<file path="config.mk">
export PLATFORM = sky130hd
export DESIGN_NAME = rename_ctrl
export DESIGN_NICKNAME = d
export VERILOG_FILES = /design/src/rtl/rename_ctrl.sv
export SDC_FILE = /design/constraint.sdc
export NUM_CORES = 1
export LEC_CHECK = 0
export BUFFER_PORTS_ARGS = -buffer_cell sky130_fd_sc_hd__buf_2
export CORE_MARGIN = 2
export CORE_UTILIZATION = 54
export CTS_CLUSTER_SIZE = 30
export DETAILED_ROUTE_END_ITERATION = 6
export PLACE_DENSITY = 0.94
export SLEW_MARGIN = 20
export SYNTH_ARGS = -nofsm -noshare
export SYNTH_HDL_FRONTEND = slang
export SYNTH_SLANG_ARGS = --single-unit
export TNS_END_PERCENT = 20
</file>
<file path="constraint.sdc">
create_clock -name clock -period 6 [get_ports clock]
set_clock_uncertainty 0.05 [all_clocks]
set_input_delay 0.9 -clock clock [delete_from_list [all_inputs] [get_ports clock]]
set_output_delay 0.9 -clock clock [all_outputs]
set_load 0.02 [all_outputs]
</file>
<file path="src/rtl/rename_ctrl.sv">
// rename_ctrl: rename-stage controller for the RAT/PRF free-list datapath.
// Each cycle it accepts an in-order prefix of the decode slots, limited by a
// registered free-PRF count and by the ROB space reported by the ROB. After a
// nuke it blocks renaming for a fixed recovery window while the RAT reloads
// from the RRAT.
//
// Optional feature macro: RENAME_CTRL_PERF_EN adds the stall_cycles output.
//
// Ports:
//   clock                  in   rising-edge clock
//   reset                  in   asynchronous active-low reset
//   nuke                   in   mispredict/exception flush
//   dec_valid[N]           in   valid slots (contiguous prefix from slot 0)
//   dec_dest_valid[N]      in   slot writes a non-zero architectural dest
//   rob_free_cnt           in   free ROB slots this cycle
//   free_vector_from_rrat  in   PRF entries released by retirement
//   rrat_free_cnt          in   RRAT free-list popcount, loaded on nuke
//   rename_accept[N]       out  prefix mask of slots renamed this cycle
//   dec_stall              out  some valid slot was not accepted
//   rat_we                 out  RAT/free-list update enable
//   free_cnt               out  registered free-PRF count
//   recovering             out  controller is in the recovery window
//   stall_cycles[32]       out  (RENAME_CTRL_PERF_EN) saturating stall count
//
// state      | meaning
// -----------+--------------------------------------------------
// ST_RUN     | normal renaming
// ST_RECOVER | post-nuke window, RAT reload from RRAT, no rename

module rename_ctrl #(
    parameter int N              = 3,
    parameter int PRF_ENTRIES    = 64,
    parameter int ROB_ENTRIES    = 32,
    parameter int RECOVER_CYCLES = 2,
    parameter int PRF_CNT_W      = $clog2(PRF_ENTRIES + 1),
    parameter int ROB_CNT_W      = $clog2(ROB_ENTRIES + 1)
) (
    input  logic                   clock,
    input  logic                   reset,
    input  logic                   nuke,
    input  logic [N-1:0]           dec_valid,
    input  logic [N-1:0]           dec_dest_valid,
    input  logic [ROB_CNT_W-1:0]   rob_free_cnt,
    input  logic [PRF_ENTRIES-1:0] free_vector_from_rrat,
    input  logic [PRF_CNT_W-1:0]   rrat_free_cnt,
    output logic [N-1:0]           rename_accept,
    output logic                   dec_stall,
    output logic                   rat_we,
    output logic [PRF_CNT_W-1:0]   free_cnt,
    output logic                   recovering
`ifdef RENAME_CTRL_PERF_EN
    ,
    output logic [31:0]            stall_cycles
`endif
);

    localparam logic [0:0] ST_RUN     = 1'b0;
    localparam logic [0:0] ST_RECOVER = 1'b1;

    // One extra bit so free + freed can be range-checked before clamping.
    localparam int CW     = PRF_CNT_W + 1;
    localparam int RCNT_W = (RECOVER_CYCLES > 1) ? $clog2(RECOVER_CYCLES) : 1;

    logic [0:0]           state_q, state_d;
    logic [RCNT_W-1:0]    rcnt_q, rcnt_d;
    logic [PRF_CNT_W-1:0] free_cnt_q, free_cnt_d;

    logic                 run_ok;
    logic                 prefix_ok;
    logic [CW-1:0]        dest_sum;
    logic [CW-1:0]        alloc;
    logic [CW-1:0]        freed;
    logic [CW-1:0]        free_raw;

    always_comb begin
        run_ok        = (state_q == ST_RUN) & ~nuke;
        prefix_ok     = run_ok;
        dest_sum      = '0;
        alloc         = '0;
        rename_accept = '0;
        for (int i = 0; i < N; i++) begin
            dest_sum  = dest_sum + CW'(dec_valid[i] & dec_dest_valid[i]);
            prefix_ok = prefix_ok & dec_valid[i]
                      & (dest_sum <= {1'b0, free_cnt_q})
                      & (32'(i + 1) <= 32'(rob_free_cnt));
            rename_accept[i] = prefix_ok;
            alloc = alloc + CW'(prefix_ok & dec_dest_valid[i]);
        end
    end

    always_comb begin
        freed = '0;
        for (int i = 0; i < PRF_ENTRIES; i++) begin
            freed = freed + CW'(free_vector_from_rrat[i]);
        end
    end

    always_comb begin
        state_d  = state_q;
        rcnt_d   = rcnt_q;
        free_raw = {1'b0, free_cnt_q};
        if (nuke) begin
            // rrat_free_cnt already accounts for this cycle's retirement frees.
            free_raw = {1'b0, rrat_free_cnt};
            state_d  = ST_RECOVER;
            rcnt_d   = RCNT_W'(RECOVER_CYCLES - 1);
        end else if (state_q == ST_RUN) begin
            free_raw = {1'b0, free_cnt_q} - alloc + freed;
        end else begin
            free_raw = {1'b0, free_cnt_q} + freed;
            if (rcnt_q == '0) begin
                state_d = ST_RUN;
            end else begin
                rcnt_d = rcnt_q - RCNT_W'(1);
            end
        end
        free_cnt_d = (free_raw > CW'(PRF_ENTRIES)) ? PRF_CNT_W'(PRF_ENTRIES)
                                                    : free_raw[PRF_CNT_W-1:0];
    end

    always_ff @(posedge clock or negedge reset) begin
        if (!reset) begin
            state_q    <= ST_RUN;
            rcnt_q     <= '0;
            free_cnt_q <= PRF_CNT_W'(PRF_ENTRIES);
        end else begin
            state_q    <= state_d;
            rcnt_q     <= rcnt_d;
            free_cnt_q <= free_cnt_d;
        end
    end

    // Overflow means more registers were returned than exist: upstream bug.
    always_ff @(posedge clock) begin
        if (reset) begin
            assert (free_raw <= CW'(PRF_ENTRIES))
                else $error("rename_ctrl: free count overflow %0d", free_raw);
        end
    end

    assign dec_stall  = |(dec_valid & ~rename_accept);
    assign rat_we     = (state_q == ST_RUN) & ~nuke;
    assign free_cnt   = free_cnt_q;
    assign recovering = (state_q == ST_RECOVER);

`ifdef RENAME_CTRL_PERF_EN
    logic [31:0] stall_cycles_q, stall_cycles_d;

    always_comb begin
        stall_cycles_d = stall_cycles_q;
        if ((dec_stall | recovering) && (stall_cycles_q != '1)) begin
            stall_cycles_d = stall_cycles_q + 32'd1;
        end
    end

    always_ff @(posedge clock or negedge reset) begin
        if (!reset) begin
            stall_cycles_q <= '0;
        end else begin
            stall_cycles_q <= stall_cycles_d;
        end
    end

    assign stall_cycles = stall_cycles_q;
`endif

endmodule

</file>
==> results_dict.tcl <==
set metrics [dict create \
    fin_crit_sh 1.36 \
    initial_core_util 0.557 \
    final_layout_size_suffix_gt1_frac 0.339 \
    max_freq_mhz 123 \
    slowest_stage "fa_1" \
    hold_viol 0 \
    fillerInstances 421 \
    synthTopCellsByArea "fa_1, ha_1, inv_1" \
    finish.net_count 689 \
    synth-edff-count 0 \
    cp.arrival_ns 8.25 \
    ys_ff_latch 9 \
    violations "setup timing" \
    dieArea_mm2 0.00675 \
    outcome "complete, but fails checks" \
    crit_path_max_fanout 7 \
    antenna_found_initial 0 \
    start_kind "input pin" \
    max_slew_margin 0.700 \
    clockBufferDepth 2 \
    setup_viol 7 \
    synth_ff_type "dfrtp_1" \
    syn-num-nets 562 \
    synth_cell_types 47 \
    synthCells 372 \
    slowest_delay_ns 0.55 \
    cap_violations 0 \
    drt-pass1-iter-count 4 \
    final-max-slew-violation-count 0 \
    worst_slew_pin_slew_ns 0.450 \
    grt_max_degree 17 \
    grt_usage 0.246 \
    syn_area_mm2 0.00330 \
    antenna_left 0 \
    dp_hpwl_mm 7.07 \
    fp.dieW_um 82.2 \
    end_kind "register" \
    drt-total-wl_mm 8.53 \
    layout_setup_ws_ns -2.13 \
    grt_pass1_vias 3161 \
    dr.first_iter.drc_count 184 \
    io_buffers 98 \
    cts_buffers 3 \
    drc_errors 0 \
    clk_pin_slew_ns 0.05 \
    htreeDepth 1 \
    synth_commonest_cells "inv_1, fa_1, ha_1" \
    vias 2979 \
    finalHoldWorstSlack_ns 0.457 \
    yosysTopAreaCell "fa_1" \
    clkLatencyLatePin_ns 0.24 \
    fp.dieH_um 82.2 \
    cts.sinks 9 \
    yosys.area.top_type_share 0.364 \
    wire_per_inst_um 14.9 \
    ys_warn_count 0 \
    required_ns 6.11 \
    tritoncts "yes" \
    grt_overflow 0 \
    core_mm2 0.00592 \
    grt_setup_unrepaired "true" \
    io_pins 99 \
    grt_pass1_wl_mm 12.9 \
    synthArstFlopShare 1.00 \
    critPathKind "input pin to register" \
    via_per_inst 5.20 \
    post-route-min-period_ns 8.13 \
    hp-class "input pin to async pin" \
    yosysMostFrequentCell "inv_1" \
    ys_seq_area_frac 0.0686 \
    place_congestion 0.807 \
    fp-row-count 28 \
    crit_top_cell "fa_1" \
    cts-root-buf "clkbuf_8" \
    syn2layout_area_growth_pct 28.2 \
    antenna_cells 0 \
    avgSynthCellArea_um2 8.87 \
]
## metrics by stage
step | setup slack (ns) | utilization | setup TNS [ns] | area [um^2] | cells
2_1_floorplan | -1.72 | - | -11.95 | 3340 | 372
3_3_place_gp | -2.00 | 0.693 | -13.93 | 4100 | 568
3_5_place_dp | -2.38 | 0.693 | -16.45 | 4100 | 568
4_1_cts | -1.86 | 0.709 | -12.78 | 4200 | 573
5_1_grt | -2.33 | 0.714 | -16.13 | 4230 | 573
6_report | -2.13 | 0.714 | -14.78 | 4230 | 573
## what timing repair did
item                       4_1_cts  5_1_grt
cloned                           0        0
pin swaps                       21        3
hold buffers                     0        0
buffers inserted                 1        0
setup endpoints to repair        7        7
gates resized for setup         16        9
## layout make-up
| class | count | area [um^2] | share of cell area |
|---|---|---|---|
| Timing Repair Buffer | 125 | 706 | 0.167 |
| Clock inverter | 1 | 5.00 | 0.00118 |
| Tap cell | 75 | 93.8 | 0.0222 |
| Clock buffer | 3 | 41.3 | 0.00976 |
| Multi-Input combinational cell | 225 | 2650 | 0.627 |
| Inverter | 135 | 507 | 0.120 |
| Sequential cell | 9 | 226 | 0.0536 |
## cells in the final DEF, fill, tap and decap left out, drive strengths merged, types with 2 or more instances in the layout
master / n
a211oi: 5
a21o: 9
a21oi: 20
and2: 6
buf: 125
clkbuf: 3
dfrtp: 8
fa: 60
ha: 44
inv: 135
mux2i: 3
nand2: 9
nand2b: 4
nand4: 2
nor2: 17
nor3: 2
o211ai: 2
o21ai: 7
o21bai: 2
o22ai: 3
o311ai: 2
or2: 2
or4: 3
xnor2: 4
xor2: 5
## path summary, 6_finish.rpt
kind                                           start     endpoint  slack, ns  depth (start not counted)
hold reg to reg                               rcnt_q       rcnt_q       0.46                          1
min in group clock                            rcnt_q       rcnt_q       0.46                          1
max in group asynchronous                      reset  free_cnt[6]       5.19                          1
hold / removal                                 reset  free_cnt[5]       0.46                          1
setup / recovery           free_vector_from_rrat[47]  free_cnt[1]      -2.13                         30
setup reg to reg                         free_cnt[1]  free_cnt[1]       0.92                         21
## layer usage
metal  track usage  part of all wire
met1         0.282              0.36
met5             0                 0
met3        0.0185             0.067
met4         0.102             0.039
met2         0.470              0.53
## logic make-up after synthesis
kind of cell | count (synthesis) | share of synthesized area
xor+xnor | 9 | 0.0239
mux | 3 | 0.00910
simple gates | 50 | 0.0819
flops | 9 | 0.0686
compound gates | 59 | 0.127
buf+inv | 138 | 0.159
fa+ha+maj | 104 | 0.531
## flip-flops by register name (all words and copies together), names as in the netlist
register,flops
rcnt_q,1
recovering,1
free_cnt,7
## worst max-delay path, delay by kind of cell
family          cells  cell delay [ns]
compound gates      7             1.22
fa+ha+maj          11             4.83
buf+inv             8             0.52
simple gates        3             0.36
mux                 1             0.39
Power is left out: the tool's default activity adds up to more than one toggle a clock period on the data nets, which glitch-free logic cannot reach.
